==> src/rtl/mips_ctrl_pkg.sv <==
// Shared constants for the multi-cycle MIPS control unit: opcode/funct
// encodings, ALU operation codes, FSM states, instruction classes and the
// packed bundle of per-instruction datapath controls.
package mips_ctrl_pkg;

  localparam int unsigned ALU_W = 3;

  // Opcodes (instr[31:26])
  localparam logic [5:0] OP_RTYPE = 6'b000000;
  localparam logic [5:0] OP_LW    = 6'b100011;
  localparam logic [5:0] OP_SW    = 6'b101011;
  localparam logic [5:0] OP_BEQ   = 6'b000100;
  localparam logic [5:0] OP_ADDI  = 6'b001000;
  localparam logic [5:0] OP_J     = 6'b000010;

  // R-type funct codes (instr[5:0])
  localparam logic [5:0] FN_ADD = 6'b100000;
  localparam logic [5:0] FN_SUB = 6'b100010;
  localparam logic [5:0] FN_AND = 6'b100100;
  localparam logic [5:0] FN_OR  = 6'b100101;
  localparam logic [5:0] FN_SLT = 6'b101010;

  // ALU operation encodings
  localparam logic [ALU_W-1:0] ALU_ADD = 3'b000;
  localparam logic [ALU_W-1:0] ALU_SUB = 3'b001;
  localparam logic [ALU_W-1:0] ALU_AND = 3'b010;
  localparam logic [ALU_W-1:0] ALU_OR  = 3'b011;
  localparam logic [ALU_W-1:0] ALU_SLT = 3'b101;

  typedef enum logic [2:0] {
    S_FETCH, S_DECODE, S_EXEC, S_MEM, S_WB, S_HALT
  } state_e;

  // Instruction class latched in DECODE to steer the later states
  typedef enum logic [2:0] {
    K_RTYPE, K_LW, K_SW, K_BEQ, K_ADDI, K_J
  } kind_e;

  // Datapath controls held from DECODE until retirement
  typedef struct packed {
    logic             reg_dest;
    logic             alu_src;
    logic             mem_to_reg;
    logic [ALU_W-1:0] alu_control;
  } ctrl_t;

endpackage

==> src/rtl/mips_control_alu_decoder.sv <==
// mips_alu_decoder: combinational R-type funct -> ALU operation mapping.
// Ports:
//   funct         in  [5:0]  instr[5:0]
//   alu_control_c out [2:0]  ALU operation for the funct
//   legal_c       out        funct is one of the supported R-type ops
module mips_alu_decoder
  import mips_ctrl_pkg::*;
(
  input  logic [5:0]       funct,
  output logic [ALU_W-1:0] alu_control_c,
  output logic             legal_c
);

  always_comb begin
    alu_control_c = ALU_ADD;
    legal_c       = 1'b1;
    case (funct)
      FN_ADD:  alu_control_c = ALU_ADD;
      FN_SUB:  alu_control_c = ALU_SUB;
      FN_AND:  alu_control_c = ALU_AND;
      FN_OR:   alu_control_c = ALU_OR;
      FN_SLT:  alu_control_c = ALU_SLT;
      default: legal_c       = 1'b0;
    endcase
  end

endmodule

==> src/rtl/mips_control.sv <==
// mips_control: multi-cycle MIPS control FSM (FETCH/DECODE/EXEC/MEM/WB/HALT).
// Optional feature: define MIPS_CTRL_PERF_EN to enable the retired-instruction
// counter; otherwise retired_count is tied to 0.
// Ports:
//   clk, arst_n          clock, asynchronous active-low reset
//   instr_valid          instruction word present (only sampled in FETCH)
//   opcode, funct        instr[31:26], instr[5:0]
//   zero                 ALU zero flag (branch resolution in EXEC)
//   mem_ready            data-memory access complete
//   reg_write .. jump    datapath controls
//   alu_control          ALU operation
//   mem_read, mem_write  data-memory strobes
//   ir_en, pc_en         instruction-register capture, PC advance
//   halted               sticky error (illegal instruction / memory timeout)
//   retired_count        retired-instruction count
module mips_control
  import mips_ctrl_pkg::*;
#(
  parameter int unsigned MEM_TIMEOUT = 16
) (
  input  logic        clk,
  input  logic        arst_n,
  input  logic        instr_valid,
  input  logic [5:0]  opcode,
  input  logic [5:0]  funct,
  input  logic        zero,
  input  logic        mem_ready,
  output logic        reg_write,
  output logic        reg_dest,
  output logic        alu_src,
  output logic        mem_to_reg,
  output logic        pc_src,
  output logic        jump,
  output logic [2:0]  alu_control,
  output logic        mem_read,
  output logic        mem_write,
  output logic        ir_en,
  output logic        pc_en,
  output logic        halted,
  output logic [31:0] retired_count
);

  localparam int unsigned CNT_W = $clog2(MEM_TIMEOUT + 1);
  localparam logic [CNT_W-1:0] CNT_LAST = CNT_W'(MEM_TIMEOUT - 1);

  state_e           state_q, state_d;
  kind_e            kind_q, dec_kind;
  ctrl_t            ctrl_q, dec_ctrl;
  logic             dec_ok;
  logic [CNT_W-1:0] cnt_q, cnt_d;
  logic [ALU_W-1:0] rt_alu;
  logic             rt_ok;

  mips_alu_decoder u_alu_dec (
    .funct         (funct),
    .alu_control_c (rt_alu),
    .legal_c       (rt_ok)
  );

  // Main decoder: instruction class and controls for the word in DECODE
  always_comb begin
    dec_ok   = 1'b1;
    dec_kind = K_RTYPE;
    dec_ctrl = '0;
    case (opcode)
      OP_RTYPE: begin
        dec_kind             = K_RTYPE;
        dec_ctrl.reg_dest    = 1'b1;
        dec_ctrl.alu_control = rt_alu;
        dec_ok               = rt_ok;
      end
      OP_LW: begin
        dec_kind             = K_LW;
        dec_ctrl.alu_src     = 1'b1;
        dec_ctrl.mem_to_reg  = 1'b1;
        dec_ctrl.alu_control = ALU_ADD;
      end
      OP_SW: begin
        dec_kind             = K_SW;
        dec_ctrl.alu_src     = 1'b1;
        dec_ctrl.alu_control = ALU_ADD;
      end
      OP_BEQ: begin
        dec_kind             = K_BEQ;
        dec_ctrl.alu_control = ALU_SUB;
      end
      OP_ADDI: begin
        dec_kind             = K_ADDI;
        dec_ctrl.alu_src     = 1'b1;
        dec_ctrl.alu_control = ALU_ADD;
      end
      OP_J:    dec_kind = K_J;
      default: dec_ok   = 1'b0;
    endcase
  end

  // State register plus the per-instruction controls and MEM wait counter
  always_ff @(posedge clk or negedge arst_n) begin
    if (!arst_n) begin
      state_q <= S_FETCH;
      kind_q  <= K_RTYPE;
      ctrl_q  <= '0;
      cnt_q   <= '0;
    end else begin
      state_q <= state_d;
      cnt_q   <= cnt_d;
      if (state_q == S_DECODE && dec_ok) begin
        kind_q <= dec_kind;
        ctrl_q <= dec_ctrl;
      end
    end
  end

  // Next state and per-state strobes
  always_comb begin
    state_d   = state_q;
    cnt_d     = '0;
    ir_en     = 1'b0;
    pc_en     = 1'b0;
    reg_write = 1'b0;
    mem_read  = 1'b0;
    mem_write = 1'b0;
    pc_src    = 1'b0;
    jump      = 1'b0;
    case (state_q)
      S_FETCH: begin
        if (instr_valid) begin
          // state_q sits at FETCH during reset; keep ir_en low there too
          ir_en   = arst_n;
          state_d = S_DECODE;
        end
      end
      S_DECODE: begin
        if (!dec_ok) begin
          state_d = S_HALT;
        end else if (dec_kind == K_J) begin
          jump    = 1'b1;
          pc_en   = 1'b1;
          state_d = S_FETCH;
        end else begin
          state_d = S_EXEC;
        end
      end
      S_EXEC: begin
        case (kind_q)
          K_BEQ: begin
            pc_src  = zero;
            pc_en   = 1'b1;
            state_d = S_FETCH;
          end
          K_LW, K_SW: state_d = S_MEM;
          default:    state_d = S_WB;
        endcase
      end
      S_MEM: begin
        mem_read  = (kind_q == K_LW);
        mem_write = (kind_q == K_SW);
        if (mem_ready) begin
          if (kind_q == K_LW) begin
            state_d = S_WB;
          end else begin
            pc_en   = 1'b1;
            state_d = S_FETCH;
          end
        end else if (cnt_q == CNT_LAST) begin
          state_d = S_HALT;
        end else begin
          cnt_d = cnt_q + CNT_W'(1);
        end
      end
      S_WB: begin
        reg_write = 1'b1;
        pc_en     = 1'b1;
        state_d   = S_FETCH;
      end
      S_HALT:  state_d = S_HALT;
      default: state_d = S_FETCH;
    endcase
  end

  assign halted      = (state_q == S_HALT);
  assign reg_dest    = ctrl_q.reg_dest;
  assign alu_src     = ctrl_q.alu_src;
  assign mem_to_reg  = ctrl_q.mem_to_reg;
  assign alu_control = ctrl_q.alu_control;

`ifdef MIPS_CTRL_PERF_EN
  logic [31:0] retired_q;

  // One count per pc_en pulse, wrapping naturally at 2^32
  always_ff @(posedge clk or negedge arst_n) begin
    if (!arst_n) begin
      retired_q <= '0;
    end else if (pc_en) begin
      retired_q <= retired_q + 32'd1;
    end
  end

  assign retired_count = retired_q;
`else
  assign retired_count = 32'd0;
`endif

endmodule
==> config.mk <==
export PLATFORM = sky130hd
export DESIGN_NAME = mips_control
export DESIGN_NICKNAME = d
export VERILOG_FILES = /design/src/rtl/mips_ctrl_pkg.sv /design/src/rtl/mips_control_alu_decoder.sv /design/src/rtl/mips_control.sv
export SDC_FILE = /design/constraint.sdc
export NUM_CORES = 1
export LEC_CHECK = 0
export ABC_AREA = 0
export CELL_PAD_IN_SITES_DETAIL_PLACEMENT = 0
export CELL_PAD_IN_SITES_GLOBAL_PLACEMENT = 2
export CORE_UTILIZATION = 25
export CTS_CLUSTER_SIZE = 24
export DETAILED_ROUTE_END_ITERATION = 16
export MAX_ROUTING_LAYER = met4
export PLACE_DENSITY = 0.88
export REMOVE_ABC_BUFFERS = 1
export SYNTH_ARGS = -nofsm -noshare
export SYNTH_HDL_FRONTEND = slang
export SYNTH_HIERARCHICAL = 1
export SYNTH_SLANG_ARGS = --single-unit
export TNS_END_PERCENT = 10
==> constraint.sdc <==
create_clock -name clk -period 5.2 [get_ports clk]
set_input_delay 1.04 -clock clk [delete_from_list [all_inputs] [get_ports clk]]
set_output_delay 1.04 -clock clk [all_outputs]
set_load 0.01 [all_outputs]
Yosys cells after proc, flatten, opt, wreduce, memory -nomap -nowiden
Cells that the tools add are included.
Cells by class
  add/sub/neg operators: 1
  equality and inequality tests: 22
  mux-type cells: 33
  reductions and logical operators: 8
Operators with widths (number)
  $eq 6x6->1 const B: 7
  $pmux 3 s5: 2
  $mux 1: 17
  $mux 3: 5
  $mux 5: 3
  $eq 3x2->1 const B: 4
  $pmux 3 s2: 2
  $pmux 3 s4: 1
  $reduce_or 5->1: 2
  $eq 3x3->1 const B: 3
  $eq 3x1->1 const B: 2
  $eq 6x2->1 const B: 1
  $eq 6x3->1 const B: 1
  $eq 6x4->1 const B: 1
  $logic_not 6->1: 1
  $add 5x1->5 const B: 1
  $eq 5x4->1 const B: 1
  $pmux 1 s4: 1
  $logic_not 3->1: 1
  $ne 3x3->1 const B: 1
  $reduce_or 3->1: 1
  $mux 2: 1
  $ne 2x2->1 const B: 1
  $pmux 1 s2: 1
  3 further kinds: 3
Word-level totals
  flip-flop bits (word level): 17
  input port bits: 17

Longest topological paths before layout
Gate-level depths: netlist of run 1.
  depth after elaboration: 6
  gate-level depth with buffers: 7

Modules after synthesis
Netlist of run 1, hierarchy kept.
Modules (own cells, without submodules)
  mips_control: times used 1, cells each 151, area an instance 1355.0 um^2, seq. area each 425.4 um^2
  mips_alu_decoder: times used 1, cells each 10, area an instance 76.3 um^2, seq. area each 0.0 um^2

Worst setup path after synthesis of run 1
No wires, ideal clock.
  kind: in2out
  from: in opcode[2]
  to: out pc_en
  arrival: 2.072 ns
  required time: 4.160 ns
  slack: 2.088 ns
  stages on the path: 5
  path buffers: 1
  cell sequence: buf_6 or3b_1 nor4_1 a21oi_1 o32ai_1
Between the ends
  word-level cells in the longest chain between the ends: 6
  elaborated cells between the ends (all ways): 13
Ends and longest elaborated chain
  start, declared: line mips_control.sv:24  | input logic [5:0] opcode,
  $eq 6x2->1, or another cell as far along: line mips_control.sv:65  | case (opcode)
  $pmux 3 s5: line mips_control.sv:65
  $eq 3x3->1: line mips_control.sv:136  | end else if (dec_kind == K_J) begin
  $mux 1: line mips_control.sv:136
  $mux 1 (*): line mips_control.sv:134  | if (!dec_ok) begin
  $pmux 1 s4 (*): line mips_control.sv:125  | case (state_q)
  end, declared: line mips_control.sv:38  | output logic pc_en,
Every way passes the cells marked *; elsewhere a longest branch is shown, timed or not.

Final worst setup path of run 1
Ends and elaborated chain as after synthesis.

==> flow_summary.toml, run 1 <==
[drt]
vias = 1090
wirelength_um = 2802
drtPass1Iterations = 5
drc = 0
drt_iter0_markers = 37
antenna_left = 0
avgRoutedWirePerCell_um = 10.78
avgViaCountPerCell = 4.192

[synthesis]
synth_edf_count = 0
yosys.cell_types.count = 43
synth_top_area_share_pct = 29.72
synthArstFlopShare_pct = 100.0
yosysTopAreaCell = "dfrtp_1"
netlist_area_sq_um = 1431
ys.flop_type = "dfrtp_1"
synth_area_leaders = "dfrtp_1 (30%), buf_4 (17%), mux2_4 (5.2%), nor3_1 (4.2%), buf_6 (3.1%)"
yosys-top-cells-count = "buf_4 (33), dfrtp_1 (17), nor3_1 (12)"
yosysSeqAreaShare_pct = 29.72
synth_seq_cells = 17
avgSynthCellArea_sq_um = 8.891
post-synth-top-count-cell = "buf_4"
synthCells = 161
ys_warn_count = 6

[power_and_ir_drop]
p_per_area_nw_per_um2 = 253.8
power.clock.fraction_pct = 23.4
pwr-share-seq_pct = 40.7
p_sw_mw = 0.1459
power.share.combinational_pct = 35.8
ir_drop_mv = 0.08122
leakage_nw = 0.7484
p_int_mw = 0.2828
swShare_pct = 34.04

[worst_setup_path]
end_kind = "output pin"
crit_arrival_ns = 3.19
startpoint_type = "input port"
cp_max_fo = 10
worstPathRequired_ns = 4.16
reg2reg_to = "mem_to_reg"
r2r_start = "state_q[0]"
reg2reg_depth = 4
ff2ff_setup_slack_ns = 3.12
crit_type = "input port to output pin"

[floorplan]
die_h_um = 77.67
io_pins = 63
core_area_sq_um = 5507
start_util_pct = 25.99
dieArea_sq_um = 6032
chipWidth_um = 77.67
row_count = 27

[min_path]
hp-class = "flop to flop"
hold_path_depth = 1
min_to = "cnt_q[0]"
min-delay-start = "cnt_q[0]"

[clock_network]
cts_root_buf = "clkbuf_8"
cts_resized = 0
path_clk_slew_ns = 0.07
cts_buffers = 3
post_cts_buffers = 0
tritoncts = "yes"
h-tree-depth = 1
cts_sinks = 17
cts_hold_buf = 0
clk_latency_ns = 0.26
clockBufferDepth = 2

[place]
place_congestion = 0.7640
placed_cell_area_sq_um = 1644
dp_hpwl_um = 2134
io_buffers = 30
place_ws_ns = 0.9760

[global_route]
grt_pass1_wl_um = 4616
antenna_found_initial = 0
grt_pass1_vias = 955
grt_max_degree = 19
grt_usage_pct = 9.884
grt_overflow = 0

[timing]
hold_violations = 0
fin_ws_ns = 0.9714
fin_skew_ns = 0.004664
rsz0062_at_grt = "no"
finalSetupViolations = 0
fin_crit_sh_pct = 81.32
holdWs_ns = 0.4645
max_freq_mhz = 236.5
slew_violations = 0
period_minus_slack_ns = 4.229
fin_setup_tns_ns = 0

[cells_and_area]
antenna_cells = 0
regMostFlops = "cnt_q"
fin_area_sq_um = 1689
fin_nets = 207
utilization_pct = 30.67
largest_reg_flops = 5
drive_gt1_share_pct = 10.11
area_growth_syn_to_layout_pct = 18.01

[job]
drv_cap = 0

[run_status]
outcome = "completed"
[kinds of logic after synthesis]
kind of cell | Yosys count | share of synthesized area, %
AND/OR/NAND/NOR | 59 | 23.95
buffers and inverters | 47 | 23.16
AO/OA/AOI/OAI | 21 | 9.966
flip-flops | 17 | 29.72
XOR/XNOR | 4 | 2.448
other | 1 | 0.2620
adder cells (fa/ha/maj) | 1 | 0.8740
multiplexers | 11 | 9.615
[power groups by stage]
stage	Combinational [mW]	Sequential, mW	Clock [mW]
final	0.154	0.175	0.100
after global routing	0.172	0.179	0.109
after CTS	0.155	0.175	0.103
after detailed placement	0.154	0.177	0
after global placement	0.154	0.177	0
after floorplan	0.0797	0.173	0
[critical path, stage by stage]
cell and delay (ns):
clkdlybuf4s50_1 0.57, or3b_1 0.49, nor4_1 0.25, a21oi_1 0.07, o32ai_1 0.17, clkdlybuf4s50_1 0.59
[final cells by class]
cell class	count	area (sq um)
well taps	72	90.09
clock buffers	4	45.04
flip-flops and latches	17	425.4
multi-input cells	128	790.8
inverters	8	30.03
repair buffers	31	307.8
fillers	610	3817
[cells in the final DEF, fill, tap and decap left out, types with 2 or more instances in the layout]
| cell type | n |
|---|---|
| inv_1 | 8 |
| nor4b_1 | 2 |
| clkdlybuf4s50_1 | 30 |
| a21oi_1 | 8 |
| nor4_1 | 3 |
| mux2_2 | 2 |
| mux2_4 | 5 |
| conb_1 | 32 |
| dfrtp_1 | 17 |
| a21o_2 | 2 |
| clkbuf_8 | 3 |
| o21ai_0 | 3 |
| nor2b_1 | 5 |
| nor2_1 | 10 |
| nor3_1 | 12 |
| nand2_1 | 7 |
| nand3_1 | 2 |
| or3b_1 | 2 |
| nand2b_1 | 2 |
| mux2i_1 | 4 |
| and3_1 | 5 |
| xor2_1 | 3 |
[routing by layer]
layer / global-route usage [%] / share of wire, % / up-vias
li1: - / - / 547
met1: 13.21 / 48 / 501
met2: 14.69 / 47 / 39
met3: 1.412 / 4.4 / 3
met4: 4.528 / 0.86 / 0
met5: - / 0 / -
[through the flow]
step                      power (mW)  instances
after floorplan               0.2525        153
after global placement        0.3309        256
after detailed placement      0.3313        256
after CTS                     0.4329        260
after global routing          0.4605        260
final                         0.4287        260
[worst max-delay path by stage]
stage | start | endpoint | slack, ns | depth (start not counted)
2_1_floorplan | opcode[4] | pc_en | 2.18 | 4
3_3_place_gp | opcode[2] | pc_en | 0.98 | 6
3_5_place_dp | opcode[2] | pc_en | 0.98 | 6
4_1_cts | opcode[2] | pc_en | 0.97 | 6
5_1_grt | opcode[2] | pc_en | 0.86 | 6
6_report | opcode[2] | pc_en | 0.97 | 6
Note: power is estimated with default switching activity, not from simulation.
==> run 2, diff against run 1 <==
Settings changed: CORE_UTILIZATION 25 to 23, PLACE_DENSITY 0.88 to 0.83.
Clock period 5.2 ns to 3.9 ns, I/O delays scaled along.
==> run 2 against run 1 <==
Against the previous run: clock power up 29%; critical path depth unchanged; power up 33%; register-to-register slack worse by 1.3 ns; worst hold slack better by 0.0029 ns; clock-buffer cell count unchanged; flip-flop and latch count unchanged; global-route usage about the same; cell area up 2.4%; cell count up 3.1%; critical endpoint unchanged.
==> flow_summary.toml, run 2 (synthesized netlist as in run 1, its figures left out) <==
[drt]
avgRoutedWirePerCell_um = 10.34
avgViaCountPerCell = 4.108
vias = 1101
wirelength_um = 2771
antenna_left = 0
drt_iter0_markers = 46
drtPass1Iterations = 4
drc = 0

[place]
place_congestion = 0.7274
dp_hpwl_um = 2262
io_buffers = 30
dp_cells = 264
place_ws_ns = 0.2562

[power_and_ir_drop]
pwr-share-seq_pct = 40.3
p_int_mw = 0.3800
ir_drop_mv = 0.1077
power.share.combinational_pct = 37.2
power.clock.fraction_pct = 22.6
swShare_pct = 33.46
p_sw_mw = 0.1911
leakage_nw = 0.7724
power_mw = 0.5711
p_per_area_nw_per_um2 = 330.1

[cells_and_area]
regMostFlops = "cnt_q"
area_growth_syn_to_layout_pct = 20.89
fin_nets = 212
antenna_cells = 0
largest_reg_flops = 5
final_cell_mix = "conb_1 (32), clkdlybuf4s50_1 (30), dfrtp_1 (17), nor3_1 (12), nor2_1 (10)"
instances_no_fill = 268
layout_commonest_cell = "conb_1"
drive_gt1_share_pct = 12.44

[worst_setup_path]
r2r_start = "state_q[0]"
end_kind = "output pin"
worstPathRequired_ns = 3.12
crit_type = "input port to output pin"
startpoint_type = "input port"
worstSetupStartpoint = "opcode[1]"
cp_max_fo = 6
crit_arrival_ns = 2.88

[floorplan]
dieArea_sq_um = 6543
chipWidth_um = 80.89
die_h_um = 80.89
io_pins = 63
row_count = 28
start_util_pct = 24.03
core_area_sq_um = 5956

[timing]
rsz0062_at_grt = "no"
hold_violations = 0
max_freq_mhz = 273.4
finalSetupViolations = 0
period_minus_slack_ns = 3.657
fin_ws_ns = 0.2429
fin_setup_tns_ns = 0
fin_skew_ns = 0.003301
fin_crit_sh_pct = 93.77
slew_violations = 0

[clock_network]
cts_buffers = 3
path_clk_slew_ns = 0.06
tritoncts = "yes"
clockBufferDepth = 2
cts_hold_buf = 0
post_cts_buffers = 0
clk_latency_ns = 0.25
cts_root_buf = "clkbuf_8"
cts_sinks = 17
cts_resized = 0
h-tree-depth = 1

[global_route]
grt_pass1_wl_um = 4836
grt_pass1_vias = 1029
grt_usage_pct = 9.905
grt_max_degree = 18
antenna_found_initial = 0
grt_overflow = 0

[min_path]
min-delay-start = "cnt_q[0]"
hp-class = "flop to flop"

[job]
drv_cap = 0

[run_status]
outcome = "completed"
run 2: layout make-up:
cell class,instances,area (sq um)
Clock buffer,4,45.04
Fill cell,662,4225
Inverter,8,30.03
Multi-Input combinational cell,128,790.8
Sequential cell,17,425.4
Tap cell,75,93.84
Timing Repair Buffer,36,345.3
run 2: final timing paths:
kind | endpoint | depth (start not counted) | slack (ns)
min in group asynchronous | state_q[2] | 2 | 0.90
worst max-delay path | pc_en | 6 | 0.24
worst min-delay path | cnt_q[0] | 1 | 0.47
worst max register to register | mem_to_reg | 4 | 1.84
max in group asynchronous | cnt_q[0] | 2 | 2.81
worst min register to register | cnt_q[0] | 1 | 0.47
run 2: power by group through the flow:
| stage | logic (mW) | clock network (mW) | registers [mW] |
|---|---|---|---|
| after floorplan | 0.106 | 0 | 0.230 |
| after detailed placement | 0.214 | 0 | 0.234 |
| after global routing | 0.237 | 0.143 | 0.237 |
| final | 0.212 | 0.129 | 0.230 |
| after CTS | 0.215 | 0.135 | 0.230 |
| after global placement | 0.214 | 0 | 0.233 |
run 2: layer usage:
layer / share of wire, % / global-route usage, % / up-vias / wire, um
met5: 0 / - / - / 0
li1: - / - / 558 / -
met3: 4.9 / 1.461 / 2 / 137
met2: 47 / 16.22 / 35 / 1313
met1: 47 / 12.46 / 506 / 1289
met4: 1.1 / 3.214 / 0 / 31
run 2: critical path, cell delays in order:
cell and delay [ns]:
clkdlybuf4s50_1 0.54, or3b_1 0.46, nor4_1 0.26, a21oi_1 0.07
o32ai_1 0.16, clkdlybuf4s50_1 0.59
run 2: stage by stage:
stage	utilization (%)	instance area, sq um	hold WS, ns
final	29.05	1730	0.4674
after CTS	29.05	1730	0.4721
after detailed placement	28.30	1685	0.4632
after floorplan	-	1246	0.4329
after global placement	28.30	1685	0.4551
after global routing	29.05	1730	0.4961
==> run 3, diff against run 2 <==
Settings changed: CORE_MARGIN from default to 5.
==> run 3 against run 2 <==
Against the previous run: cell area shrank 0.43%; largest power group unchanged; core utilization shrank 0.30 points; die area grew 21%; sequential share of layout area grew 0.11 points; highest routed layer unchanged; maximum frequency shrank 0.23%.
==> flow_summary.toml, run 3 (synthesized netlist as in run 1, its figures left out) <==
[cells_and_area]
area_growth_syn_to_layout_pct = 20.37
instances_no_fill = 267
drive_gt1_share_pct = 11.98
final_cell_mix = "conb_1 (32), clkdlybuf4s50_1 (30), dfrtp_1 (17), nor3_1 (12), nor2_1 (10)"
layout_commonest_cell = "conb_1"
regMostFlops = "cnt_q"
antenna_cells = 0
largest_reg_flops = 5
fin_nets = 211

[drt]
drc = 0
vias = 1102
antenna_left = 0
avgRoutedWirePerCell_um = 11.29
drt_iter0_markers = 51
avgViaCountPerCell = 4.127
wirelength_um = 3015
drtPass1Iterations = 4

[timing]
hold_violations = 0
fin_setup_tns_ns = 0
fin_ws_ns = 0.2347
max_freq_mhz = 272.8
slew_violations = 0
rsz0062_at_grt = "no"
finalSetupViolations = 0
fin_crit_sh_pct = 93.98
fin_skew_ns = 0.003583
period_minus_slack_ns = 3.665

[global_route]
grt_usage_pct = 7.736
grt_overflow = 0
grt_max_degree = 19
grt_pass1_vias = 978
grt_pass1_wl_um = 4705
antenna_found_initial = 0

[worst_setup_path]
r2r_start = "state_q[0]"
worstSetupStartpoint = "opcode[1]"
path_cells = "clkdlybuf4s50_1, or3b_1, nor4_1, a21oi_1, o32ai_1, clkdlybuf4s50_1"
end_kind = "output pin"
crit_type = "input port to output pin"
worstPathRequired_ns = 3.12
reg2reg_depth = 4
crit_top_cell = "clkdlybuf4s50_1"
cp_max_fo = 6
startpoint_type = "input port"
crit_arrival_ns = 2.89
max_stage_delay_ns = 0.59
cp_slowest_cell = "clkdlybuf4s50_1"

[floorplan]
die_h_um = 88.89
dieArea_sq_um = 7901
core_area_sq_um = 5991
chipWidth_um = 88.89
start_util_pct = 23.89
row_count = 28
io_pins = 63

[min_path]
hp-class = "flop to flop"
hold_path_depth = 1
min-delay-start = "cnt_q[0]"

[place]
place_ws_ns = 0.2378
io_buffers = 30
dp_hpwl_um = 2467
place_congestion = 0.8038
dp_cells = 263

[clock_network]
tritoncts = "yes"
post_cts_buffers = 0
cts_buffers = 3
cts_sinks = 17
path_clk_slew_ns = 0.06
cts_resized = 0
cts_root_buf = "clkbuf_8"
clockBufferDepth = 2
clk_latency_ns = 0.25
h-tree-depth = 1
cts_hold_buf = 0

[power_and_ir_drop]
ir_drop_mv = 0.1078
leakage_nw = 0.7676
p_per_area_nw_per_um2 = 332.1

[run_status]
outcome = "completed"

[job]
drv_cap = 0
run 3: cell count changes in the layout (fill, tap and decap cells not counted):
cell   delta
buf_4     -1
run 3: final timing paths:
path / to / slack, ns
setup / recovery: pc_en / 0.23
hold / removal: cnt_q[0] / 0.47
setup reg to reg: mem_to_reg / 1.84
hold reg to reg: cnt_q[0] / 0.47
max in group asynchronous: cnt_q[1] / 2.85
min in group asynchronous: state_q[0] / 0.85
run 3: cell type report:
class / count / area [sq um]
Clock buffer: 4 / 45.04
Inverter: 8 / 30.03
Timing Repair Buffer: 35 / 337.8
Tap cell: 75 / 93.84
Sequential cell: 17 / 425.4
Fill cell: 651 / 4268
Multi-Input combinational cell: 128 / 790.8
run 3: metal layers:
metal,up-vias,GRT usage [%],wire [um]
met3,4,0.7373,211
met1,500,10.53,1340
li1,554,-,-
met2,44,11.27,1401
met5,-,-,0
met4,0,4.121,62
run 3: worst max-delay path: cells and delay by family:
family	cells	cell delay, ns
AO/OA/AOI/OAI	2	0.23
buffers and inverters	2	1.14
AND/OR/NAND/NOR	2	0.73
run 3: per-stage QoR:
step           area (sq um)  hold slack, ns  util (%)  total power [mW]
2_1_floorplan          1246          0.4329         -            0.3367
3_3_place_gp           1678          0.4528     28.01            0.4477
3_5_place_dp           1678          0.4632     28.01            0.4499
4_1_cts                1723          0.4717     28.76            0.5815
5_1_grt                1723          0.4883     28.76            0.6115
6_report               1723          0.4729     28.76            0.5721
run 3: power by group:
group	total (mW)	internal [mW]	leakage (nW)	switching, mW
Combinational	0.211	0.108	0.528	0.103
Sequential	0.233	0.199	0.217	0.0338
Clock	0.128	0.0724	0.0228	0.0561
